`config.mk`:
```
export PLATFORM = sky130hd
export DESIGN_NAME = cpu_run_ctrl
export DESIGN_NICKNAME = d
export VERILOG_FILES = /design/src/rtl/cpu_run_ctrl_pkg.sv /design/src/rtl/cpu_run_ctrl_edge_pulse.sv /design/src/rtl/cpu_run_ctrl.sv
export SDC_FILE = /design/constraint.sdc
export NUM_CORES = 1
export LEC_CHECK = 0
export CORE_MARGIN = 2
export CORE_UTILIZATION = 43
export CTS_CLUSTER_DIAMETER = 30
export CTS_CLUSTER_SIZE = 30
export DETAILED_ROUTE_END_ITERATION = 10
export GPL_TIMING_DRIVEN = 0
export MAX_ROUTING_LAYER = met4
export PLACE_DENSITY = 0.87
export SLEW_MARGIN = 40
export SYNTH_ARGS = -nofsm -noshare
export SYNTH_HDL_FRONTEND = slang
export SYNTH_SLANG_ARGS = --single-unit
```
`constraint.sdc`:
```
create_clock -name clk -period 2.8 [get_ports clk]
set_clock_uncertainty 0.2 [all_clocks]
set_input_delay 0.56 -clock clk [delete_from_list [all_inputs] [get_ports clk]]
set_output_delay 0.56 -clock clk [all_outputs]
set_load 0.02 [all_outputs]
```
`src/rtl/cpu_run_ctrl_pkg.sv`:
```
// Shared definitions for the CPU run/step/breakpoint sequencer.
// Latency: n/a (types, encodings and a pure helper function only).
// Backpressure: n/a.
package cpu_run_ctrl_pkg;

  // Default widths: word-addressed PC and the go-cycle counter / budget.
  localparam int PC_W_DEF  = 10;
  localparam int CNT_W_DEF = 32;

  // Sequencer states; the encoding is visible on the state output.
  typedef enum logic [1:0] {
    S_IDLE = 2'd0,
    S_RUN  = 2'd1,
    S_STEP = 2'd2,
    S_STOP = 2'd3
  } run_state_t;

  // Reason for the most recent stop; visible on the stop_cause output.
  typedef enum logic [2:0] {
    C_NONE   = 3'd0,
    C_HALT   = 3'd1,
    C_BP     = 3'd2,
    C_BUDGET = 3'd3,
    C_PAUSE  = 3'd4,
    C_STEP   = 3'd5
  } stop_cause_t;

  // One-cycle button pulses, grouped so they can be arbitrated together.
  typedef struct packed {
    logic run;
    logic step;
    logic pause;
  } btn_pulse_t;

  // Same-cycle button pulses resolve as pause > step > run: a higher
  // priority pulse masks every lower one.
  function automatic btn_pulse_t arbitrate_buttons(input btn_pulse_t raw);
    btn_pulse_t res;
    res.pause = raw.pause;
    res.step  = raw.step & ~raw.pause;
    res.run   = raw.run  & ~raw.step & ~raw.pause;
    return res;
  endfunction

endpackage

```
`src/rtl/cpu_run_ctrl_edge_pulse.sv`:
```
// Registered rising-edge detector for one debounced button level.
// Latency: pulse is high for one cycle, starting one cycle after the level rise.
// Backpressure: none; every rise produces exactly one pulse.
module cpu_run_ctrl_edge_pulse (
  input  logic clk,
  input  logic rst,
  input  logic level,
  output logic pulse
);

  logic level_prev;

  // Remember last cycle's level and flag a 0->1 transition as a registered pulse.
  always_ff @(posedge clk) begin
    if (rst) begin
      level_prev <= 1'b0;
      pulse      <= 1'b0;
    end else begin
      level_prev <= level;
      pulse      <= level & ~level_prev;
    end
  end

endmodule

```
`src/rtl/cpu_run_ctrl.sv`:
```
// Run/step/breakpoint sequencer producing the single-cycle core's go enable; latches syscall-34 LED values.
// Latency: button level to go is 2 cycles (edge register + state register); go itself is combinational on state/pc.
// Backpressure: none; the core is simply not enabled while go is low.
module cpu_run_ctrl
  import cpu_run_ctrl_pkg::*;
#(
  parameter int PC_W  = PC_W_DEF,
  parameter int CNT_W = CNT_W_DEF
) (
  input  logic             clk,
  input  logic             rst,
  input  logic             run_btn,
  input  logic             step_btn,
  input  logic             pause_btn,
  input  logic             bp_en,
  input  logic [PC_W-1:0]  bp_addr,
  input  logic [CNT_W-1:0] budget,
  input  logic [PC_W-1:0]  cpu_pc,
  input  logic             cpu_halt,
  input  logic             led_cpu_enable,
  input  logic [31:0]      led_data_in,
  output logic             go,
  output logic [1:0]       state,
  output logic [2:0]       stop_cause,
  output logic [CNT_W-1:0] run_cycles,
  output logic [31:0]      led_value,
  output logic             led_valid
);

  run_state_t  state_q, state_d;
  stop_cause_t cause_q, cause_d;
  btn_pulse_t  raw_pls, pls;

  logic             bp_skip_q;
  logic [CNT_W-1:0] cycles_q;
  logic [31:0]      led_value_q;
  logic             led_valid_q;

  logic bp_hit;
  logic budget_hit;
  logic halt_locked;
  logic run_entry;
  logic led_capture;

  // ---------------------------------------------------------------------
  // Button edge detection
  // ---------------------------------------------------------------------
  cpu_run_ctrl_edge_pulse u_run_edge (
    .clk   (clk),
    .rst   (rst),
    .level (run_btn),
    .pulse (raw_pls.run)
  );

  cpu_run_ctrl_edge_pulse u_step_edge (
    .clk   (clk),
    .rst   (rst),
    .level (step_btn),
    .pulse (raw_pls.step)
  );

  cpu_run_ctrl_edge_pulse u_pause_edge (
    .clk   (clk),
    .rst   (rst),
    .level (pause_btn),
    .pulse (raw_pls.pause)
  );

  assign pls = arbitrate_buttons(raw_pls);

  // ---------------------------------------------------------------------
  // Stop conditions
  // ---------------------------------------------------------------------
  // bp_skip lets a resumed run execute the instruction it stopped on once.
  assign bp_hit      = bp_en && (cpu_pc == bp_addr) && !bp_skip_q;
  // A zero budget means the run is unlimited.
  assign budget_hit  = (budget != '0) && (cycles_q == budget);
  // After a core halt the sequencer is parked until reset.
  assign halt_locked = (state_q == S_STOP) && (cause_q == C_HALT);
  assign run_entry   = (state_q != S_RUN) && (state_d == S_RUN);
  assign led_capture = go && led_cpu_enable;

  // ---------------------------------------------------------------------
  // FSM
  // ---------------------------------------------------------------------
  // State and stop-cause registers; the cause holds until the next stop.
  always_ff @(posedge clk) begin
    if (rst) begin
      state_q <= S_IDLE;
      cause_q <= C_NONE;
    end else begin
      state_q <= state_d;
      cause_q <= cause_d;
    end
  end

  // Next-state and next-cause selection; RUN exits are checked in priority order.
  always_comb begin
    state_d = state_q;
    cause_d = cause_q;
    case (state_q)
      S_IDLE, S_STOP: begin
        if (!halt_locked) begin
          if (pls.run) begin
            state_d = S_RUN;
          end else if (pls.step) begin
            state_d = S_STEP;
          end
        end
      end
      S_RUN: begin
        if (cpu_halt) begin
          state_d = S_STOP;
          cause_d = C_HALT;
        end else if (bp_hit) begin
          state_d = S_STOP;
          cause_d = C_BP;
        end else if (budget_hit) begin
          state_d = S_STOP;
          cause_d = C_BUDGET;
        end else if (pls.pause) begin
          state_d = S_STOP;
          cause_d = C_PAUSE;
        end
      end
      S_STEP: begin
        // A step always lasts exactly one go cycle; breakpoints do not apply.
        state_d = S_STOP;
        cause_d = cpu_halt ? C_HALT : C_STEP;
      end
      default: begin
        state_d = S_IDLE;
      end
    endcase
  end

  // Core enable: always on in STEP, on in RUN unless a breakpoint or budget blocks the current instruction.
  always_comb begin
    go = 1'b0;
    case (state_q)
      S_STEP:  go = 1'b1;
      S_RUN:   go = !bp_hit && !budget_hit;
      default: go = 1'b0;
    endcase
  end

  // ---------------------------------------------------------------------
  // Breakpoint skip, cycle counter, LED latch
  // ---------------------------------------------------------------------
  // Arm the skip when resuming from a breakpoint stop; drop it once the core has advanced.
  always_ff @(posedge clk) begin
    if (rst) begin
      bp_skip_q <= 1'b0;
    end else if (run_entry) begin
      bp_skip_q <= (cause_q == C_BP);
    end else if ((state_q == S_RUN) && go) begin
      bp_skip_q <= 1'b0;
    end
  end

  // Count go cycles since the last run entry, saturating at all-ones.
  always_ff @(posedge clk) begin
    if (rst) begin
      cycles_q <= '0;
    end else if (run_entry) begin
      cycles_q <= '0;
    end else if (go && (cycles_q != '1)) begin
      cycles_q <= cycles_q + CNT_W'(1);
    end
  end

  // Capture the LED value only on cycles the core actually executes.
  always_ff @(posedge clk) begin
    if (rst) begin
      led_value_q <= '0;
      led_valid_q <= 1'b0;
    end else begin
      led_valid_q <= led_capture;
      if (led_capture) begin
        led_value_q <= led_data_in;
      end
    end
  end

  assign state      = state_q;
  assign stop_cause = cause_q;
  assign run_cycles = cycles_q;
  assign led_value  = led_value_q;
  assign led_valid  = led_valid_q;

endmodule

```
Word-level counts from Yosys, hierarchy flattened

Index checks and enable logic that the tools add are counted.
W data, S select, Z words.

$add $sub $neg: 1
Equal/unequal tests: 11
Multiplexer cells: 17
Bitwise gates (word level): 11
Reduce and logical (&&, ||, !) cells: 19

Operators with widths:

| cell                    | number |
|---|---|
| $add A32 B1 Y32 const B | 1 |
| $eq A32 B32 Y1          | 1 |
| $ne A32 B32 Y1 const B  | 1 |
| $reduce_bool A32 Y1     | 1 |
| $mux W3                 | 5 |
| $mux W2                 | 7 |
| $eq A10 B10 Y1          | 1 |
| $logic_and A1 B1 Y1     | 9 |
| $and A1 B1 Y1           | 6 |
| $pmux W2 S3             | 1 |
| $pmux W3 S2             | 1 |
| $ne A5 B4 Y1 const B    | 1 |
| $not A1 Y1              | 5 |
| $eq A2 B1 Y1 const B    | 2 |
| $eq A2 B2 Y1 const B    | 2 |
| $reduce_bool A2 Y1      | 2 |
| $reduce_or A2 Y1        | 2 |
| $eq A3 B1 Y1 const B    | 1 |
| $eq A3 B2 Y1 const B    | 1 |
| $logic_not A1 Y1        | 3 |
| $logic_not A2 Y1        | 1 |
| $mux W1                 | 2 |
| $ne A2 B1 Y1 const B    | 1 |
| $pmux W1 S2             | 1 |
| $reduce_and A2 Y1       | 1 |

Register bits after elaboration: 77
Input bits: 92
Output and inout port bits: 71
Word-level logic and storage cells: 71

Longest topological paths before layout

Word-level depth: 9
Gate-level depth with buffers: 10
Depth with buffers taken out: 8

Cells and area by module

From an unflattened synthesis, not the netlist that was laid out.

Cell total of the unflattened synthesis: 525
Area total of the unflattened synthesis: 4,285.4 um^2

By module, submodules not included:

| module                  | instances | cells an instance | area each (um^2) | seq. area each (um^2) |
|---|---|---|---|---|
| cpu_run_ctrl            | 1         | 513               | 4,108.9          | 1,421.4 |
| cpu_run_ctrl_edge_pulse | 3         | 4                 | 58.8             | 40.0 |

Worst setup path before layout

Ideal clock, no wire load.

Path kind: input port to output port
Start point: input port budget[29]
End point: output port go
Arrival: 2.030 ns
Data required time: 2.040 ns
Setup slack: 0.010 ns
Stages on the path: 7
Path buffers: 1
Path through: xor2_1 nor4_1 nand4_1 o31a_2 o21ai_4 buf_2 inv_1

Cells in the longest elaborated chain, start to end: 5
Elaborated cells on any way between the ends: 6
Classes of those cells: eq/ne: 1; mux: 1; reduce/logical: 4

Ends and longest elaborated chain:

| item                                                  | RTL line            | RTL |
|---|---|---|
| from (decl)                                           | cpu_run_ctrl.sv:17  | `input logic [CNT_W-1:0] budget,` |
| $eq A32 B32 Y1 or $reduce_bool A32 Y1 (tied branches) | cpu_run_ctrl.sv:77  | `assign budget_hit = (budget != '0) && (cycles_q == budget);` |
| $logic_and A1 B1 Y1 (*)                               | cpu_run_ctrl.sv:77  |  |
| $logic_not A1 Y1 (*)                                  | cpu_run_ctrl.sv:142 | `S_RUN: go = !bp_hit && !budget_hit;` |
| $logic_and A1 B1 Y1 (*)                               | cpu_run_ctrl.sv:142 |  |
| $pmux W1 S2 (*)                                       | cpu_run_ctrl.sv:140 | `case (state_q)` |
| to (decl)                                             | cpu_run_ctrl.sv:22  | `output logic go,` |

Every way passes the cells marked *; elsewhere a longest branch is shown, timed or not.

Worst setup path after layout

Start point: input port budget[1]
End point: output port go

Same word-level chain as after synthesis.

==> run summary <==
Global route
• **global route overflow** 0
• **number of antenna violations at the first check in global routing** 0
• **global-route wire length before repair** 20.3 mm
• **All-Layer GR Usage** 26.1%
• **largest net degree at the start of global routing** 17
• **via count of the first global-routing pass** 4,218

Clocking
• **buffer depth of the longest clock path** 2
• **Sinks on Clock Net** 77
• **clock root buffer** sky130_fd_sc_hd__clkbuf_8
• **# hold bufs at CTS** 0
• **clock latency at the later pin of the worst-skew pair** 0.36 ns
• **Clock Pin Slew Worst Setup and Hold Paths** 0.09 ns
• **total number of H-tree levels** 3
• **CTS tree** built
• **number of clock buffers inserted by TritonCTS** 9

Yosys
• **number of flip-flops and latches in the synthesized netlist** 77
• **dominant cell type by area after synthesis** sky130_fd_sc_hd__dfxtp_1
• **Async SR Flop Fraction** 0%
• **cells taking the most area after synthesis** sky130_fd_sc_hd__dfxtp_1 39%, sky130_fd_sc_hd__xor2_1 9.5%, sky130_fd_sc_hd__mux2i_1 8.1%
• **part of the Yosys area used for sequential elements** 38.9%
• **Synth Flop Type** sky130_fd_sc_hd__dfxtp_1
• **Mean Syn Cell Area** 8.86 sq um
• **Synth top area share** 38.9%
• **synthesized cell area** 3970 sq um
• **net count of the mapped netlist** 544
• **Synth cell types** 49
• **number of synthesized flops with an enable pin** 0
• **Yosys warning total** 0
• **post-synthesis instance total** 448

Pwr
• **power density cells** 374 nW/um^2
• **Worst VDD drop** 0.000293 V
• **Final Total Pwr** 2.29 mW
• **LEAKAGE** 2.18 nW

Die
• **floorplan row count** 35
• **Chip Height** 100 um
• **core area** 9110 sq um
• **Die X-Extent** 100 um
• **die area** 10,000 sq um
• **starting utilization of the core area** 43.6%
• **count of pins on the block boundary** 163

Worst setup path
• **kind of start point of the critical path** primary input
• **Top delay family on crit path** compound AO/OA/AOI/OAI gates
• **buffer and inverter count on the worst path** 4
• **type of element capturing the critical path** output port
• **largest fanout of any net on the critical path** 2
• **Worst Path Required** 2.04 ns
• **Worst path most repeated cell** sky130_fd_sc_hd__buf_6
• **Arr. time, crit path** 2.24 ns
• **Crit path largest cell delay** 0.38 ns
• **critical setup path kind** primary input to output port
• **cell-by-cell listing of the critical path** clkdlybuf4s15_1 > xor2_1 > nor4_1 > nand4_1 > o31a_4 > o21ai_4 > buf_6 > inv_4 > buf_6
• **Max stage delay cell, worst path** sky130_fd_sc_hd__o31a_4

Timing
• **number of slew-limit violations in the final report** 0
• **Final Hold Vio Count** 0
• **Max-slew headroom** 69.8%
• **crit share post-route** 107%
• **Final min period** 3.00 ns
• **Worst Max-Slew Pin Slew** 0.453 ns
• **highest attainable clock frequency** 334 MHz
• **setup slack of the critical path after layout** -0.197 ns
• **Fin Setup TNS** -0.568 ns
• **setup repair after global routing missed its margin** yes
• **endpoints failing setup** 10

Status
• **failing checks** negative setup slack
• **result of the run** finished, violations left

Detailed routing
• **number of remaining DRC errors** 0
• **Routed WL per cell** 18.0 um
• **Final Routed Wirelength** 13.5 mm
• **Post-DRT Antenna Nets** 0
• **routed via count** 4,320
• **first-iteration detailed-routing DRC count** 382
• **DRT Pass-1 Iters** 5
• **average via count per standard cell** 5.77

Layout
• **layout cell share with drive strength beyond 1** 16.0%
• **Antenna Cells** 0
• **Core Util, Final** 67.3%
• **most common cell after layout, fill and taps aside** sky130_fd_sc_hd__clkdlybuf4s50_1
• **post-route non-filler standard cell count** 749
• **Design Area, Final** 6130 sq um
• **most frequent cells in the layout** 118 x sky130_fd_sc_hd__clkdlybuf4s50_1, 57 x sky130_fd_sc_hd__dfxtp_1, 43 x sky130_fd_sc_hd__nor2_1
• **Final nets** 729
• **area added between synthesis and finish** 54.5%

Placed design
• **placer's final routability congestion estimate** 0.928
• **Buffers on Ports** 161
• **Cells after DPL** 720
• **detailed placer's ending HPWL** 9.60 mm
• **total placed instance area** 5720 sq um

Hold path
• **path type of the worst min-delay path** register to register

Flow run
• **max-capacitance violation count** 0

-- final timing paths --
| check | slack, ns | startpoint | depth (start not counted) | to |
|---|---|---|---|---|
| setup / recovery | -0.20 | budget[1] | 9 | go |
| hold / removal | 0.19 | u_step_edge.level_prev | 1 | u_step_edge.pulse |
| hold reg to reg | 0.19 | u_step_edge.level_prev | 1 | u_step_edge.pulse |
| setup reg to reg | -0.04 | state[0] | 10 | run_cycles[24] |
-- sequential cells by signal, indices dropped and copies added (netlist names) --
name,cells
stop_cause,3
u_run_edge.level_prev,1
led_value,32
u_run_edge.pulse,1
led_valid,1
state,2
u_pause_edge.pulse,1
run_cycles,32
u_step_edge.level_prev,1
u_step_edge.pulse,1
bp_skip_q,1
u_pause_edge.level_prev,1
-- metrics by stage --
stage	setup WS (ns)	hold WS [ns]
CTS	-0.210	0.195
floorplan	0.0102	0.167
global route	-0.277	0.209
detailed placement	-1.39	0.173
global placement	-1.42	0.171
finish	-0.197	0.189
-- cells by family after synthesis --
kind of cell | Yosys count | synth area share (%)
simple gates | 176 | 24.2
compound gates | 80 | 13.3
flops | 77 | 38.9
xor+xnor | 44 | 9.71
buf+inv | 35 | 4.64
mux | 32 | 8.07
fa+ha+maj | 4 | 1.26
-- cell type report --
| type | count | area, sq um |
|---|---|---|
| inverters | 11 | 43.8 |
| flip-flops and latches | 77 | 1590 |
| well taps | 111 | 139 |
| plain buffers | 22 | 148 |
| multi-input cells | 336 | 2330 |
| repair buffers | 176 | 1690 |
| clock inverters | 7 | 63.8 |
| clock buffers | 9 | 124 |
| fillers | 708 | 2980 |
-- where the power goes --
part	switching (mW)	internal [mW]	total, mW	leakage (nW)
Clock	0.486	0.342	0.828	0.0903
Combinational	0.166	0.180	0.346	1.46
Sequential	0.0151	1.10	1.12	0.635
-- synthesized netlist by cell type, types with 2 or more instances --
master                     count
sky130_fd_sc_hd__or3_1        20
sky130_fd_sc_hd__or4_1        14
sky130_fd_sc_hd__nand3_1       8
sky130_fd_sc_hd__buf_4         5
sky130_fd_sc_hd__and4_1        3
sky130_fd_sc_hd__a21oi_2       3
sky130_fd_sc_hd__buf_2         9
sky130_fd_sc_hd__a21oi_1      31
sky130_fd_sc_hd__and3_1        3
sky130_fd_sc_hd__o31ai_1      13
sky130_fd_sc_hd__dfxtp_1      77
sky130_fd_sc_hd__nand3b_1      3
sky130_fd_sc_hd__and3_2        2
sky130_fd_sc_hd__nor4_1       19
sky130_fd_sc_hd__ha_1          4
sky130_fd_sc_hd__buf_6         3
sky130_fd_sc_hd__inv_1        11
sky130_fd_sc_hd__nand4_1      15
sky130_fd_sc_hd__and4_4        2
sky130_fd_sc_hd__clkbuf_1      7
sky130_fd_sc_hd__nor2_1       44
sky130_fd_sc_hd__xor2_1       43
sky130_fd_sc_hd__o21ai_0      17
sky130_fd_sc_hd__nor3_1        7
sky130_fd_sc_hd__nand2_1      24
sky130_fd_sc_hd__mux2i_1      32
sky130_fd_sc_hd__nor2b_1       7
-- metal layers --
metal / GRT usage [%] / up-vias / routed length (um)
met5: - / - / 0
met4: 9.69 / 0 / 402
met3: 5.92 / 40 / 1090
met2: 44.3 / 246 / 6820
met1: 30.3 / 2036 / 5200
li1: - / 1998 / -
-- what timing repair did --
action	in CTS	in global routing
pin swaps	19	6
hold endpoints to repair	0	0
resized for setup	115	26
setup buffers	12	2
gates cloned	0	1
endpoints found under the setup margin	64	63
No activity file was read; power rests on OpenSTA's default activity.
